==> config.mk <==
export PLATFORM = sky130hd
export DESIGN_NAME = control_unit
export DESIGN_NICKNAME = d
export VERILOG_FILES = /design/src/rtl/cpu_ctrl_pkg.sv /design/src/rtl/instr_decoder.sv /design/src/rtl/control_unit.sv
export SDC_FILE = /design/constraint.sdc
export NUM_CORES = 1
export LEC_CHECK = 0
export BUFFER_PORTS_ARGS = -buffer_cell sky130_fd_sc_hd__buf_4
export CORE_ASPECT_RATIO = 1.5
export CORE_MARGIN = 2
export CORE_UTILIZATION = 35
export DETAILED_ROUTE_END_ITERATION = 7
export PLACE_DENSITY = 0.59
export SKIP_CTS_REPAIR_TIMING = 1
export SYNTH_ARGS = -nofsm -noshare
export SYNTH_HDL_FRONTEND = slang
export SYNTH_HIERARCHICAL = 1
export SYNTH_SLANG_ARGS = --single-unit
==> constraint.sdc <==
create_clock -name Clock -period 3 [get_ports Clock]
set_input_delay 0.45 -clock Clock [delete_from_list [all_inputs] [get_ports Clock]]
set_output_delay 0.45 -clock Clock [all_outputs]
set_load 0.03 [all_outputs]
==> src/rtl/cpu_ctrl_pkg.sv <==
// Shared constants for the single-bus CPU control unit:
// opcodes, instruction classes, display codes and strobe bit positions.
package cpu_ctrl_pkg;

    localparam logic [4:0] OP_LD   = 5'd0;
    localparam logic [4:0] OP_LDI  = 5'd1;
    localparam logic [4:0] OP_ST   = 5'd2;
    localparam logic [4:0] OP_ADD  = 5'd3;
    localparam logic [4:0] OP_SUB  = 5'd4;
    localparam logic [4:0] OP_SHR  = 5'd5;
    localparam logic [4:0] OP_SHRA = 5'd6;
    localparam logic [4:0] OP_SHL  = 5'd7;
    localparam logic [4:0] OP_ROR  = 5'd8;
    localparam logic [4:0] OP_ROL  = 5'd9;
    localparam logic [4:0] OP_AND  = 5'd10;
    localparam logic [4:0] OP_OR   = 5'd11;
    localparam logic [4:0] OP_ADDI = 5'd12;
    localparam logic [4:0] OP_ANDI = 5'd13;
    localparam logic [4:0] OP_ORI  = 5'd14;
    localparam logic [4:0] OP_MUL  = 5'd15;
    localparam logic [4:0] OP_DIV  = 5'd16;
    localparam logic [4:0] OP_NEG  = 5'd17;
    localparam logic [4:0] OP_NOT  = 5'd18;
    localparam logic [4:0] OP_BR   = 5'd19;
    localparam logic [4:0] OP_JR   = 5'd20;
    localparam logic [4:0] OP_JAL  = 5'd21;
    localparam logic [4:0] OP_IN   = 5'd22;
    localparam logic [4:0] OP_OUT  = 5'd23;
    localparam logic [4:0] OP_MFHI = 5'd24;
    localparam logic [4:0] OP_MFLO = 5'd25;
    localparam logic [4:0] OP_NOP  = 5'd26;
    localparam logic [4:0] OP_HALT = 5'd27;

    localparam logic [4:0] ALU_ADD = 5'b00011;
    localparam logic [4:0] ALU_AND = 5'b01010;
    localparam logic [4:0] ALU_OR  = 5'b01011;

    localparam logic [3:0] CL_ALU3   = 4'h1;
    localparam logic [3:0] CL_ALUI   = 4'h2;
    localparam logic [3:0] CL_ALU2   = 4'h3;
    localparam logic [3:0] CL_MULDIV = 4'h4;
    localparam logic [3:0] CL_LD     = 4'h5;
    localparam logic [3:0] CL_LDI    = 4'h6;
    localparam logic [3:0] CL_ST     = 4'h7;
    localparam logic [3:0] CL_BR     = 4'h8;
    localparam logic [3:0] CL_JR     = 4'h9;
    localparam logic [3:0] CL_JAL    = 4'hA;
    localparam logic [3:0] CL_MOVE   = 4'hB;
    localparam logic [3:0] CL_NOP    = 4'hC;

    localparam logic [7:0] ST_RESET = 8'h00;
    localparam logic [7:0] ST_T0    = 8'h01;
    localparam logic [7:0] ST_T1    = 8'h02;
    localparam logic [7:0] ST_T2    = 8'h03;
    localparam logic [7:0] ST_PAUSE = 8'hFE;
    localparam logic [7:0] ST_HALT  = 8'hFF;

    localparam int CTRL_W    = 24;
    localparam int C_GRA     = 23;
    localparam int C_GRB     = 22;
    localparam int C_GRC     = 21;
    localparam int C_RIN     = 20;
    localparam int C_ROUT    = 19;
    localparam int C_BAOUT   = 18;
    localparam int C_PCIN    = 17;
    localparam int C_PCOUT   = 16;
    localparam int C_IRIN    = 15;
    localparam int C_MARIN   = 14;
    localparam int C_MDRIN   = 13;
    localparam int C_MDROUT  = 12;
    localparam int C_YIN     = 11;
    localparam int C_ZIN     = 10;
    localparam int C_ZHIGH   = 9;
    localparam int C_ZLOW    = 8;
    localparam int C_HIIN    = 7;
    localparam int C_LOIN    = 6;
    localparam int C_HIOUT   = 5;
    localparam int C_LOOUT   = 4;
    localparam int C_COUT    = 3;
    localparam int C_INPORT  = 2;
    localparam int C_OUTPORT = 1;
    localparam int C_CONIN   = 0;

    typedef enum logic [2:0] {
        PH_RST,
        PH_F0,
        PH_F1,
        PH_F2,
        PH_EX,
        PH_PAUSE,
        PH_HALT
    } phase_t;

    function automatic logic [3:0] last_step(input logic [3:0] cls);
        logic [3:0] s;
        s = 4'd3;
        case (cls)
            CL_ALU3, CL_ALUI, CL_LDI: s = 4'd5;
            CL_ALU2, CL_JAL:          s = 4'd4;
            CL_MULDIV, CL_BR:         s = 4'd6;
            CL_LD, CL_ST:             s = 4'd7;
            default:                  s = 4'd3;
        endcase
        return s;
    endfunction

endpackage

==> src/rtl/instr_decoder.sv <==
// Opcode to instruction class and ALU operation.
// Purely combinational; unknown opcodes fall into the NOP class.
module instr_decoder
    import cpu_ctrl_pkg::*;
(
    input  logic [4:0] i_opcode,
    output logic [3:0] o_class,
    output logic [4:0] o_alu_op
);

    always_comb begin
        o_class  = CL_NOP;
        o_alu_op = 5'd0;
        unique case (i_opcode)
            OP_ADD, OP_SUB, OP_SHR, OP_SHRA, OP_SHL,
            OP_ROR, OP_ROL, OP_AND, OP_OR: begin
                o_class  = CL_ALU3;
                o_alu_op = i_opcode;
            end
            OP_ADDI: begin
                o_class  = CL_ALUI;
                o_alu_op = ALU_ADD;
            end
            OP_ANDI: begin
                o_class  = CL_ALUI;
                o_alu_op = ALU_AND;
            end
            OP_ORI: begin
                o_class  = CL_ALUI;
                o_alu_op = ALU_OR;
            end
            OP_NEG, OP_NOT: begin
                o_class  = CL_ALU2;
                o_alu_op = i_opcode;
            end
            OP_MUL, OP_DIV: begin
                o_class  = CL_MULDIV;
                o_alu_op = i_opcode;
            end
            OP_LD: begin
                o_class  = CL_LD;
                o_alu_op = ALU_ADD;
            end
            OP_LDI: begin
                o_class  = CL_LDI;
                o_alu_op = ALU_ADD;
            end
            OP_ST: begin
                o_class  = CL_ST;
                o_alu_op = ALU_ADD;
            end
            OP_BR: begin
                o_class  = CL_BR;
                o_alu_op = ALU_ADD;
            end
            OP_JR:  o_class = CL_JR;
            OP_JAL: o_class = CL_JAL;
            OP_IN, OP_OUT, OP_MFHI, OP_MFLO: o_class = CL_MOVE;
            OP_NOP, OP_HALT: o_class = CL_NOP;
            default: o_class = CL_NOP;
        endcase
    end

endmodule

==> src/rtl/control_unit.sv <==
// Moore sequencer for the single-bus CPU: fetch, decode, execute,
// pause at instruction boundaries and halt.
module control_unit
    import cpu_ctrl_pkg::*;
#(
    parameter int MEM_WAIT = 0,
    parameter int WAIT_W   = 4
) (
    input  logic        Clock,
    input  logic        Reset,
    input  logic        Stop,
    input  logic [31:0] IR,
    input  logic        CON_FF,
    output logic [23:0] ctrl,
    output logic [4:0]  alu_op,
    output logic        Read,
    output logic        Write,
    output logic        IncPC,
    output logic        Run,
    output logic [7:0]  present_state
);

    phase_t            r_phase;
    logic [3:0]        r_step;
    logic [WAIT_W-1:0] r_wait;
    logic              r_stop_pending;

    phase_t            w_next_phase;
    logic [3:0]        w_next_step;
    logic [4:0]        w_opcode;
    logic [3:0]        w_class;
    logic [4:0]        w_alu;
    logic              w_mem_step;
    logic              w_next_mem;
    logic              w_wait_done;
    logic              w_advance;
    logic              w_stay;
    logic              w_unused;

    assign w_opcode = IR[31:27];
    assign w_unused = ^IR[26:0];

    instr_decoder u_dec (
        .i_opcode (w_opcode),
        .o_class  (w_class),
        .o_alu_op (w_alu)
    );

    assign w_wait_done = (r_wait == '0);
    assign w_mem_step  = (r_phase == PH_F1) ||
                         (r_phase == PH_EX &&
                          ((w_class == CL_LD && r_step == 4'd6) ||
                           (w_class == CL_ST && r_step == 4'd7)));
    assign w_advance   = !w_mem_step || w_wait_done;
    assign w_stay      = w_mem_step && !w_wait_done;

    always_ff @(posedge Clock or negedge Reset) begin
        if (!Reset) begin
            r_phase <= PH_RST;
            r_step  <= 4'd0;
        end else begin
            r_phase <= w_next_phase;
            r_step  <= w_next_step;
        end
    end

    always_comb begin
        w_next_phase = r_phase;
        w_next_step  = r_step;
        unique case (r_phase)
            PH_RST: w_next_phase = PH_F0;
            PH_F0:  w_next_phase = PH_F1;
            PH_F1: begin
                if (w_advance) w_next_phase = PH_F2;
            end
            PH_F2: begin
                if (w_opcode == OP_HALT) begin
                    w_next_phase = PH_HALT;
                end else begin
                    w_next_phase = PH_EX;
                    w_next_step  = 4'd3;
                end
            end
            PH_EX: begin
                if (w_advance) begin
                    if (r_step >= last_step(w_class)) begin
                        w_next_phase = (r_stop_pending || Stop) ?
                                       PH_PAUSE : PH_F0;
                        w_next_step  = 4'd0;
                    end else begin
                        w_next_step = r_step + 4'd1;
                    end
                end
            end
            PH_PAUSE: begin
                if (!Stop) w_next_phase = PH_F0;
            end
            PH_HALT: w_next_phase = PH_HALT;
            default: w_next_phase = PH_RST;
        endcase
        w_next_mem = (w_next_phase == PH_F1) ||
                     (w_next_phase == PH_EX &&
                      ((w_class == CL_LD && w_next_step == 4'd6) ||
                       (w_class == CL_ST && w_next_step == 4'd7)));
    end

    // Counter is reloaded whenever a memory step is entered afresh.
    always_ff @(posedge Clock or negedge Reset) begin
        if (!Reset) begin
            r_wait <= '0;
        end else if (w_stay) begin
            r_wait <= r_wait - WAIT_W'(1);
        end else if (w_next_mem) begin
            r_wait <= WAIT_W'(MEM_WAIT);
        end
    end

    // Stop held while paused is the hold request, not a new pause.
    always_ff @(posedge Clock or negedge Reset) begin
        if (!Reset) begin
            r_stop_pending <= 1'b0;
        end else if (r_phase == PH_PAUSE ||
                     w_next_phase == PH_PAUSE) begin
            r_stop_pending <= 1'b0;
        end else if (Stop) begin
            r_stop_pending <= 1'b1;
        end
    end

    always_comb begin
        ctrl  = '0;
        Read  = 1'b0;
        Write = 1'b0;
        IncPC = 1'b0;
        unique case (r_phase)
            PH_F0: begin
                ctrl[C_PCOUT] = 1'b1;
                ctrl[C_MARIN] = 1'b1;
                IncPC         = 1'b1;
            end
            PH_F1: begin
                Read          = 1'b1;
                ctrl[C_MDRIN] = w_wait_done;
            end
            PH_F2: begin
                ctrl[C_MDROUT] = 1'b1;
                ctrl[C_IRIN]   = 1'b1;
            end
            PH_EX: begin
                unique case (w_class)
                    CL_ALU3, CL_ALUI: begin
                        unique case (r_step)
                            4'd3: begin
                                ctrl[C_GRB]  = 1'b1;
                                ctrl[C_ROUT] = 1'b1;
                                ctrl[C_YIN]  = 1'b1;
                            end
                            4'd4: begin
                                ctrl[C_ZIN] = 1'b1;
                                if (w_class == CL_ALU3) begin
                                    ctrl[C_GRC]  = 1'b1;
                                    ctrl[C_ROUT] = 1'b1;
                                end else begin
                                    ctrl[C_COUT] = 1'b1;
                                end
                            end
                            4'd5: begin
                                ctrl[C_ZLOW] = 1'b1;
                                ctrl[C_GRA]  = 1'b1;
                                ctrl[C_RIN]  = 1'b1;
                            end
                            default: ;
                        endcase
                    end
                    CL_ALU2: begin
                        if (r_step == 4'd3) begin
                            ctrl[C_GRB]  = 1'b1;
                            ctrl[C_ROUT] = 1'b1;
                            ctrl[C_ZIN]  = 1'b1;
                        end else begin
                            ctrl[C_ZLOW] = 1'b1;
                            ctrl[C_GRA]  = 1'b1;
                            ctrl[C_RIN]  = 1'b1;
                        end
                    end
                    CL_MULDIV: begin
                        unique case (r_step)
                            4'd3: begin
                                ctrl[C_GRA]  = 1'b1;
                                ctrl[C_ROUT] = 1'b1;
                                ctrl[C_YIN]  = 1'b1;
                            end
                            4'd4: begin
                                ctrl[C_GRB]  = 1'b1;
                                ctrl[C_ROUT] = 1'b1;
                                ctrl[C_ZIN]  = 1'b1;
                            end
                            4'd5: begin
                                ctrl[C_ZLOW] = 1'b1;
                                ctrl[C_LOIN] = 1'b1;
                            end
                            4'd6: begin
                                ctrl[C_ZHIGH] = 1'b1;
                                ctrl[C_HIIN]  = 1'b1;
                            end
                            default: ;
                        endcase
                    end
                    CL_LD, CL_LDI, CL_ST: begin
                        unique case (r_step)
                            4'd3: begin
                                ctrl[C_GRB]   = 1'b1;
                                ctrl[C_BAOUT] = 1'b1;
                                ctrl[C_YIN]   = 1'b1;
                            end
                            4'd4: begin
                                ctrl[C_COUT] = 1'b1;
                                ctrl[C_ZIN]  = 1'b1;
                            end
                            4'd5: begin
                                ctrl[C_ZLOW] = 1'b1;
                                if (w_class == CL_LDI) begin
                                    ctrl[C_GRA] = 1'b1;
                                    ctrl[C_RIN] = 1'b1;
                                end else begin
                                    ctrl[C_MARIN] = 1'b1;
                                end
                            end
                            4'd6: begin
                                if (w_class == CL_LD) begin
                                    Read          = 1'b1;
                                    ctrl[C_MDRIN] = w_wait_done;
                                end else begin
                                    ctrl[C_GRA]   = 1'b1;
                                    ctrl[C_ROUT]  = 1'b1;
                                    ctrl[C_MDRIN] = 1'b1;
                                end
                            end
                            4'd7: begin
                                if (w_class == CL_LD) begin
                                    ctrl[C_MDROUT] = 1'b1;
                                    ctrl[C_GRA]    = 1'b1;
                                    ctrl[C_RIN]    = 1'b1;
                                end else begin
                                    Write = 1'b1;
                                end
                            end
                            default: ;
                        endcase
                    end
                    CL_BR: begin
                        unique case (r_step)
                            4'd3: begin
                                ctrl[C_GRA]   = 1'b1;
                                ctrl[C_ROUT]  = 1'b1;
                                ctrl[C_CONIN] = 1'b1;
                            end
                            4'd4: begin
                                ctrl[C_PCOUT] = 1'b1;
                                ctrl[C_YIN]   = 1'b1;
                            end
                            4'd5: begin
                                ctrl[C_COUT] = 1'b1;
                                ctrl[C_ZIN]  = 1'b1;
                            end
                            4'd6: begin
                                ctrl[C_ZLOW] = CON_FF;
                                ctrl[C_PCIN] = CON_FF;
                            end
                            default: ;
                        endcase
                    end
                    CL_JR: begin
                        ctrl[C_GRA]  = 1'b1;
                        ctrl[C_ROUT] = 1'b1;
                        ctrl[C_PCIN] = 1'b1;
                    end
                    CL_JAL: begin
                        if (r_step == 4'd3) begin
                            ctrl[C_PCOUT] = 1'b1;
                            ctrl[C_GRB]   = 1'b1;
                            ctrl[C_RIN]   = 1'b1;
                        end else begin
                            ctrl[C_GRA]  = 1'b1;
                            ctrl[C_ROUT] = 1'b1;
                            ctrl[C_PCIN] = 1'b1;
                        end
                    end
                    CL_MOVE: begin
                        ctrl[C_GRA] = 1'b1;
                        unique case (w_opcode)
                            OP_IN: begin
                                ctrl[C_INPORT] = 1'b1;
                                ctrl[C_RIN]    = 1'b1;
                            end
                            OP_OUT: begin
                                ctrl[C_ROUT]    = 1'b1;
                                ctrl[C_OUTPORT] = 1'b1;
                            end
                            OP_MFHI: begin
                                ctrl[C_HIOUT] = 1'b1;
                                ctrl[C_RIN]   = 1'b1;
                            end
                            default: begin
                                ctrl[C_LOOUT] = 1'b1;
                                ctrl[C_RIN]   = 1'b1;
                            end
                        endcase
                    end
                    default: ;
                endcase
            end
            default: ;
        endcase
    end

    assign alu_op = ctrl[C_ZIN] ? w_alu : 5'd0;

    assign Run = !(r_phase == PH_RST ||
                   r_phase == PH_PAUSE ||
                   r_phase == PH_HALT);

    always_comb begin
        present_state = ST_RESET;
        unique case (r_phase)
            PH_F0:    present_state = ST_T0;
            PH_F1:    present_state = ST_T1;
            PH_F2:    present_state = ST_T2;
            PH_EX:    present_state = {w_class, r_step};
            PH_PAUSE: present_state = ST_PAUSE;
            PH_HALT:  present_state = ST_HALT;
            default:  present_state = ST_RESET;
        endcase
    end

endmodule

==> key figures, run 1 <==
Status
  • Status: finished with violations
  • Failing checks: setup timing

Clock network
  • TritonCTS clock tree: yes
  • CTS max path bufs: 2
  • CTS root buf: clkbuf_8
  • Clock Sinks: 12
  • Worst-path clk slew: 0.05 ns
  • Clock Latency Late Sink: 0.23 ns
  • H-Tree Depth: 1
  • Num CTS Buffers: 3

Detailed routing
  • DRC Markers: 0
  • Routed vias/inst: 5.60
  • Final wirelength: 7.64 mm
  • Drt wl/cell: 16.4 um
  • Total iterations of the first detailed-routing run: 4
  • Post-route ant nets: 0
  • DRT iter0 DRCs: 125
  • Vias: 2604

Synthesis
  • Post-synth cell types: 67
  • Post-Syn Area: 2020 sq um
  • Avg Synthesized Cell Area: 7.07 sq um
  • Post-synth EDFFs: 0
  • Synthesis-stage register bit count: 12
  • Ys Warns: 6
  • Syn Inst Count: 286
  • Syn_nets: 331
  • Sequential share of the synthesized area: 14.9%
  • Asr flop ratio synth: 100%
  • Main synth FF type: dfrtp_1

Floorplan
  • CORE AREA: 5530 sq um
  • # IOs: 77
  • Die width: 66.0 um
  • Die area: 6410 sq um
  • Row count: 33
  • Starting Density: 36.5%
  • Die height: 97.1 um

STA
  • Final setup margin: -0.216 ns
  • Crit path time final: 3.22 ns
  • Hold_ws: 0.0450 ns
  • Relative slew slack: 62.4%
  • F_max: 0.311 GHz
  • Fin Clk Skew: 0.00296 ns
  • Final slew viol count: 0
  • Slew @ Worst Pin: 0.560 ns
  • RSZ-0062 raised after global routing: true
  • Period utilization: 107%
  • Final hold violations: 0
  • Setup-violating endpoint count in the final report: 14

Finish
  • Most common cell after layout, fill and taps aside: buf_4
  • Commonest non-fill, non-tap cells in the layout: 100 x buf_4, 26 x nor2_1, 23 x nand2_1
  • Ant diodes: 0
  • Layout area overhead: 67.1%
  • Nets@finish: 442
  • Fillcell total: 514
  • Final core occ: 61.0%
  • Fraction of layout cells with a size suffix above 1: 45.8%

Worst setup path
  • RR Startpoint: r_step[0]
  • R2r setup slk: 0.48 ns
  • Worst path arrival time: 3.32 ns
  • Crit Path Class: input port to register
  • FF-to-FF path depth: 10
  • Crit path capture type: register
  • Worst Path Required: 3.11 ns
  • CP startpoint: IR[30]
  • Reg2reg end: r_wait[0]
  • CP Launch Type: input port
  • Maximum fanout along the worst path: 5

Placement
  • Gpl congestion: 0.855
  • Worst setup slack after placement: -0.495 ns
  • Post-DP HPWL: 5.87 mm
  • I/O Buffers: 49

Pwr
  • Leak pwr: 1.45 nW
  • VDD IR max: 0.525 mV
  • Power Density: 730 nW/um^2

GRT
  • Antenna violations before repair: 0
  • Number of global-route vias before repair: 2455
  • First-pass GRT wire length: 11.6 mm
  • Total Routing Usage GR: 22.6%
  • Largest net degree at the start of global routing: 16
  • Grt ovf: 0

Job
  • Max-cap violations: 0

Hold path
  • Worst Hold Class: input port to asynchronous set/reset pin
==> worst max-delay path by stage <==
stage               cells after the start        end
global route                           16  r_wait[0]
global placement                       16  r_wait[1]
detailed placement                     17  r_wait[1]
CTS                                    17  r_wait[1]
finish                                 16  r_wait[0]
floorplan                              17  r_wait[1]
==> cells in the mapped netlist (all sizes together), types with 9 or more instances <==
library cell  count  area, sq um
nand3            13         70.1
a21oi            23          126
a31oi             9         56.3
inv              12         45.0
ha                9          113
clkbuf           13         68.8
dfrtp            12          300
nand2            25         93.8
nor2             30          113
o21ai            18         93.8
nand2b           10         62.6
==> flip-flops by register name, indices dropped and copies added, names as in the netlist <==
signal	count
r_step	4
r_wait	4
r_phase	3
r_stop_pending	1
==> metrics by stage <==
stage               TNS, ns  cell area (sq um)  total power [mW]  instances
global route          -3.28               3380              2.64        465
global placement      -3.13               2920              2.09        448
floorplan             -2.21               2110              1.43        286
CTS                   -2.26               2960              2.27        451
detailed placement    -3.55               2920              2.11        448
finish                -1.76               3380              2.46        465
==> critical path, stage by stage <==
cell and delay (ns):
buf_12 0.10, or2_4 0.27, o31ai_4 0.27, a31oi_4 0.10, buf_12 0.17, mux2_4 0.28, nor2_4 0.08, a21oi_2 0.04
ha_1 0.28, nand2b_4 0.17, a31o_1 0.20, or4_4 0.43, nand3_4 0.10, xor2_2 0.07, o21ai_2 0.21, mux2i_1 0.10
==> power by group <==
group	total (mW)	switching (mW)	internal (mW)
sequential	0.324	0.0949	0.229
clock	0.138	0.0502	0.0877
combinational	2.00	1.15	0.851
total	2.46	1.30	1.17
==> logic make-up after synthesis <==
kind of cell | synth area share (%)
buf+inv | 8.42
mux | 2.66
fa+ha+maj | 5.57
flops | 14.9
simple gates | 36.0
xor+xnor | 1.24
compound gates | 31.3
==> area by class of cell <==
| class | count | area, sq um | share of cell area (%) |
|---|---|---|---|
| timing repair buffer | 126 | 1110 | 32.9 |
| multi-input combinational | 242 | 1790 | 53.1 |
| inverter | 12 | 45.0 | 1.33 |
| sequential | 12 | 300 | 8.89 |
| clock buffer | 3 | 41.3 | 1.22 |
| tap | 70 | 87.6 | 2.59 |
==> layer usage <==
| layer | track usage, % | vias to the layer above | share of wire (%) |
|---|---|---|---|
| met1 | 26.7 | 1214 | 39 |
| li1 | - | 1272 | - |
| met4 | 10.7 | 0 | 4.2 |
| met2 | 40.2 | 93 | 53 |
| met3 | 1.27 | 25 | 3.4 |
| met5 | 0 | - | 0 |
Note: power is estimated with default switching activity, not from simulation.
==> inputs of run 2 (changes only) <==
--- a/config.mk
+++ b/config.mk
@@ -10,6 +10,7 @@
 export CORE_MARGIN = 2
 export CORE_UTILIZATION = 35
 export DETAILED_ROUTE_END_ITERATION = 7
+export MAX_ROUTING_LAYER = met4
 export PLACE_DENSITY = 0.59
 export SKIP_CTS_REPAIR_TIMING = 1
 export SYNTH_ARGS = -nofsm -noshare
==> run 2 against run 1 <==
The run still ends with setup timing left. Largest power group unchanged. Via count fell by 1.6%. Highest routed layer unchanged. Hold slack got worse by 0.0022 ns. Critical endpoint is now r_wait[3]. Final area fell by 4.6%. Total power fell by 3.8%. Register-to-register slack got worse by 0.03 ns.
==> key figures, run 2 (synthesis gave the netlist of run 1 again) <==
Detailed routing
  • Drt wl/cell: 16.1 um
  • DRC Markers: 0
  • DRT iter0 DRCs: 282
  • Vias: 2563
  • Metal3 WL: 318 um
  • Post-route ant nets: 0
  • Routed vias/inst: 5.61
  • Met2 WL post-DR: 3.92 mm
  • Final wirelength: 7.36 mm
  • DRT met1 WL: 2.85 mm
  • Total iterations of the first detailed-routing run: 4
  • Uppermost layer routed: met4

Status
  • Status: finished with violations
  • Failing checks: setup timing

GRT
  • Total Routing Usage GR: 21.9%
  • Number of global-route vias before repair: 2330
  • First-pass GRT wire length: 11.0 mm
  • Largest net degree at the start of global routing: 16
  • Grt ovf: 0
  • Antenna violations before repair: 0

STA
  • F_max: 0.309 GHz
  • RSZ-0062 raised after global routing: true
  • Final setup margin: -0.235 ns
  • Relative slew slack: 63.1%
  • Setup-violating endpoint count in the final report: 10
  • Fin Clk Skew: 0.000431 ns
  • Final hold violations: 0
  • Final slew viol count: 0
  • Period utilization: 108%
  • Crit path time final: 3.23 ns
  • Slew @ Worst Pin: 0.548 ns

Finish
  • Layout area overhead: 59.4%
  • Ant diodes: 0
  • Most common cell after layout, fill and taps aside: buf_4
  • Commonest non-fill, non-tap cells in the layout: 103 x buf_4, 25 x nor2_1, 23 x nand2_1
  • Fin cells: 457
  • Nets@finish: 434
  • Fillcell total: 536
  • Top Registers: r_step x4, r_wait x4, r_phase x3
  • Post-route cell area: 3220 sq um
  • Fraction of layout cells with a size suffix above 1: 42.6%

Floorplan
  • Die area: 6410 sq um
  • Row count: 33
  • CORE AREA: 5530 sq um
  • Starting Density: 36.5%
  • Die height: 97.1 um
  • # IOs: 77
  • Die width: 66.0 um

Worst setup path
  • Cell breakdown of the critical path: buf_12 > or2_4 > o31ai_4 > a31oi_4 > buf_6 > o21ai_4 > nand2_2 > ha_4 > a211o_1 > a31o_1 > or4_1 > nand3_2 > xor2_2 > o21ai_2 > o21ai_1
  • Worst path arrival time: 3.39 ns
  • FF-to-FF path depth: 10
  • R2r setup slk: 0.45 ns
  • Worst Path Required: 3.16 ns
  • CP Launch Type: input port
  • Maximum fanout along the worst path: 6
  • Crit Path Class: input port to register
  • Slowest-stage cell, CP: or4_1
  • Crit path largest cell delay: 0.41 ns
  • RR Startpoint: r_step[0]
  • Crit path capture type: register
  • Reg2reg end: r_wait[3]

Placement
  • I/O Buffers: 49
  • Post-DP HPWL: 5.77 mm
  • Gpl congestion: 0.944
  • Worst setup slack after placement: -0.483 ns
  • Cell Area, Placed: 2880 sq um
  • Cell count after placement: 444

Pwr
  • VDD IR max: 0.503 mV
  • Total chip power: 2.37 mW
  • Power Density: 736 nW/um^2
  • Leak pwr: 1.40 nW

Hold path
  • Worst Hold Class: input port to asynchronous set/reset pin

Clock network
  • H-Tree Depth: 1
  • CTS root buf: clkbuf_8
  • Clock Latency Late Sink: 0.24 ns
  • Clock Sinks: 12
  • CTS max path bufs: 2
  • Worst-path clk slew: 0.04 ns
  • Num CTS Buffers: 3
  • TritonCTS clock tree: yes

Job
  • Max-cap violations: 0
[run 2: layout make-up]
type	count	area [sq um]	area share, %
Inverter	12	45.0	1.40
Timing Repair Buffer	118	1000	31.1
Tap cell	70	87.6	2.72
Sequential cell	12	300	9.32
Clock buffer	3	41.3	1.28
Multi-Input combinational cell	242	1740	54.1
[run 2: worst max-delay path, delay by kind of cell]
| family | cells | cell delay [ns] |
|---|---|---|
| adder cells (fa/ha/maj) | 1 | 0.21 |
| AND/OR/NAND/NOR | 4 | 0.91 |
| buffers and inverters | 2 | 0.28 |
| AO/OA/AOI/OAI | 7 | 1.35 |
| XOR/XNOR | 1 | 0.19 |
[run 2: worst max-delay path by stage]
stage,startpoint,endpoint,cells after the start
finish,IR[29],r_wait[3],15
global route,IR[28],r_wait[0],15
CTS,IR[27],r_wait[3],15
detailed placement,IR[27],r_wait[1],15
global placement,IR[27],r_wait[3],16
floorplan,IR[28],r_wait[1],17
[run 2: power breakdown]
| group | internal, mW | total, mW | switching (mW) |
|---|---|---|---|
| registers | 0.229 | 0.321 | 0.0917 |
| clock network | 0.0877 | 0.138 | 0.0508 |
| logic | 0.796 | 1.91 | 1.12 |
| total | 1.11 | 2.37 | 1.26 |
[run 2: metal layers]
metal | track usage [%] | vias up
li1 | - | 1255
met3 | 0.927 | 26
met4 | 8.16 | 0
met5 | - | -
met1 | 24.7 | 1199
met2 | 39.6 | 83
[run 2: through the flow]
stage	hold slack (ns)	TNS, ns	utilization (%)
2_1_floorplan	0.154	-2.21	-
3_3_place_gp	0.299	-3.77	52.0
3_5_place_dp	0.298	-4.00	52.0
4_1_cts	0.0428	-2.60	52.8
5_1_grt	0.0490	-1.97	58.2
6_report	0.0428	-1.01	58.2
==> inputs of run 3 (changes only) <==
--- a/config.mk
+++ b/config.mk
@@ -10,6 +10,7 @@
 export CORE_MARGIN = 2
 export CORE_UTILIZATION = 35
 export DETAILED_ROUTE_END_ITERATION = 7
+export GPL_TIMING_DRIVEN = 0
 export MAX_ROUTING_LAYER = met4
 export PLACE_DENSITY = 0.59
 export SKIP_CTS_REPAIR_TIMING = 1
==> run 3 against run 2 <==
The flow still finishes with violations (setup timing). Clock skew is 0.0020 ns higher. Via count is 1.4% lower. Non-clock buffer count is 23 lower. Total power is 2.9% higher. Largest cell class unchanged. Largest power group unchanged. Highest routed layer unchanged.
==> key figures, run 3 (synthesis gave the netlist of run 1 again) <==
Pwr
  • Pint: 1.12 mW
  • Total chip power: 2.44 mW
  • Power Density: 778 nW/um^2
  • Clock power share: 5.6%
  • Power share of the combinational group: 81.4%
  • VDD IR max: 0.552 mV
  • Leak pwr: 1.28 nW
  • Switch share: 54.2%
  • P_sw: 1.32 mW
  • Sequential share of power: 13.0%

STA
  • Slew @ Worst Pin: 0.641 ns
  • F_max: 0.283 GHz
  • Crit path time final: 3.53 ns
  • Final hold violations: 0
  • RSZ-0062 raised after global routing: true
  • Final slew viol count: 0
  • Total Neg Setup Slack: -2.60 ns
  • Period utilization: 118%
  • Final setup margin: -0.534 ns
  • Setup-violating endpoint count in the final report: 13
  • Relative slew slack: 56.9%
  • Fin Clk Skew: 0.00248 ns

Worst setup path
  • Crit path capture type: register
  • RR Startpoint: r_step[2]
  • CP Launch Type: input port
  • Crit Path Class: input port to register
  • Worst path arrival time: 3.65 ns
  • FF-to-FF path depth: 8
  • Maximum fanout along the worst path: 8
  • CP startpoint: IR[28]
  • Worst Path Required: 3.11 ns

GRT
  • Largest net degree at the start of global routing: 13
  • First-pass GRT wire length: 11.0 mm
  • Grt ovf: 0
  • Number of global-route vias before repair: 2230
  • Antenna violations before repair: 0
  • Total Routing Usage GR: 22.1%

Detailed routing
  • DRT met1 WL: 2.90 mm
  • Uppermost layer routed: met4
  • Post-route ant nets: 0
  • Vias: 2526
  • Final wirelength: 7.46 mm
  • Routed vias/inst: 5.82
  • Total iterations of the first detailed-routing run: 5
  • DRT iter0 DRCs: 299
  • DRC Markers: 0
  • Metal3 WL: 345 um
  • Met2 WL post-DR: 3.99 mm
  • Drt wl/cell: 17.2 um

Finish
  • Fillcell total: 542
  • Layout area overhead: 55.1%
  • Fraction of layout cells with a size suffix above 1: 41.2%
  • Ant diodes: 0
  • Commonest non-fill, non-tap cells in the layout: 70 x buf_4, 24 x nor2_1, 23 x nand2_1
  • Nets@finish: 411
  • Top Registers: r_step x4, r_wait x4, r_phase x3
  • Most common cell after layout, fill and taps aside: buf_4

Floorplan
  • Starting Density: 36.5%
  • Die width: 66.0 um
  • Die height: 97.1 um
  • CORE AREA: 5530 sq um
  • Row count: 33
  • # IOs: 77
  • Die area: 6410 sq um

Clock network
  • TritonCTS clock tree: yes
  • Clock Latency Late Sink: 0.23 ns
  • H-Tree Depth: 1
  • CTS max path bufs: 2
  • Num CTS Buffers: 3
  • CTS root buf: clkbuf_8
  • Clock Sinks: 12
  • Worst-path clk slew: 0.05 ns

Placement
  • I/O Buffers: 49
  • Gpl congestion: 1.01
  • Post-DP HPWL: 5.40 mm
  • Worst setup slack after placement: -1.24 ns

Job
  • Max-cap violations: 0

Status
  • Failing checks: setup timing
  • Status: finished with violations

Hold path
  • Worst Hold Class: input port to asynchronous set/reset pin
## run 3: power by group through the flow
stage	clock [mW]	combinational [mW]	sequential, mW
final	0.138	1.99	0.316
after global placement	0	1.60	0.309
after CTS	0.142	1.62	0.308
after global routing	0.150	2.13	0.324
after detailed placement	0	1.61	0.310
after floorplan	0	1.14	0.286
## run 3: worst max-delay path, stage by stage
cell	delay, ns
buf_8	0.10
buf_8	0.12
or2b_4	0.26
o31ai_4	0.22
a31oi_4	0.09
buf_8	0.16
buf_8	0.13
mux2_4	0.28
nor2_4	0.11
a21oi_2	0.04
ha_1	0.29
nand2b_4	0.17
a31o_1	0.20
or4_4	0.53
nand3_4	0.11
xor2_2	0.08
o21ai_2	0.21
mux2i_1	0.10
## run 3: path summary, 6_finish.rpt
kind / end / slack [ns]
max in group asynchronous: r_phase[2] / 2.81
min in group Clock: r_wait[0] / 0.52
worst max register to register: r_wait[0] / 0.44
worst max-delay path: r_wait[0] / -0.53
worst min-delay path: r_step[1] / 0.04
worst min register to register: r_wait[0] / 0.52
## run 3: area by class of cell
type | count | area [sq um] | area share, %
Clock buffer | 3 | 41.3 | 1.32
Sequential cell | 12 | 300 | 9.58
Multi-Input combinational cell | 242 | 1880 | 59.8
Timing Repair Buffer | 78 | 638 | 20.4
Tap cell | 70 | 87.6 | 2.79
Buffer | 17 | 141 | 4.51
Inverter | 12 | 50.0 | 1.60
## run 3: per-stage QoR
stage / cells / area (sq um) / util (%) / hold slack, ns
4_1_cts: 408 / 2610 / 47.2 / 0.0454
6_report: 434 / 3130 / 56.6 / 0.0414
3_5_place_dp: 405 / 2570 / 46.4 / 0.296
3_3_place_gp: 405 / 2570 / 46.4 / 0.296
2_1_floorplan: 286 / 2110 / - / 0.154
5_1_grt: 434 / 3130 / 56.6 / 0.0474
## run 3: per-layer routing
layer,up-vias,global-route usage (%)
met1,1196,25.1
li1,1210,-
met2,95,39.2
met3,25,2.78
met4,0,7.38
met5,-,-
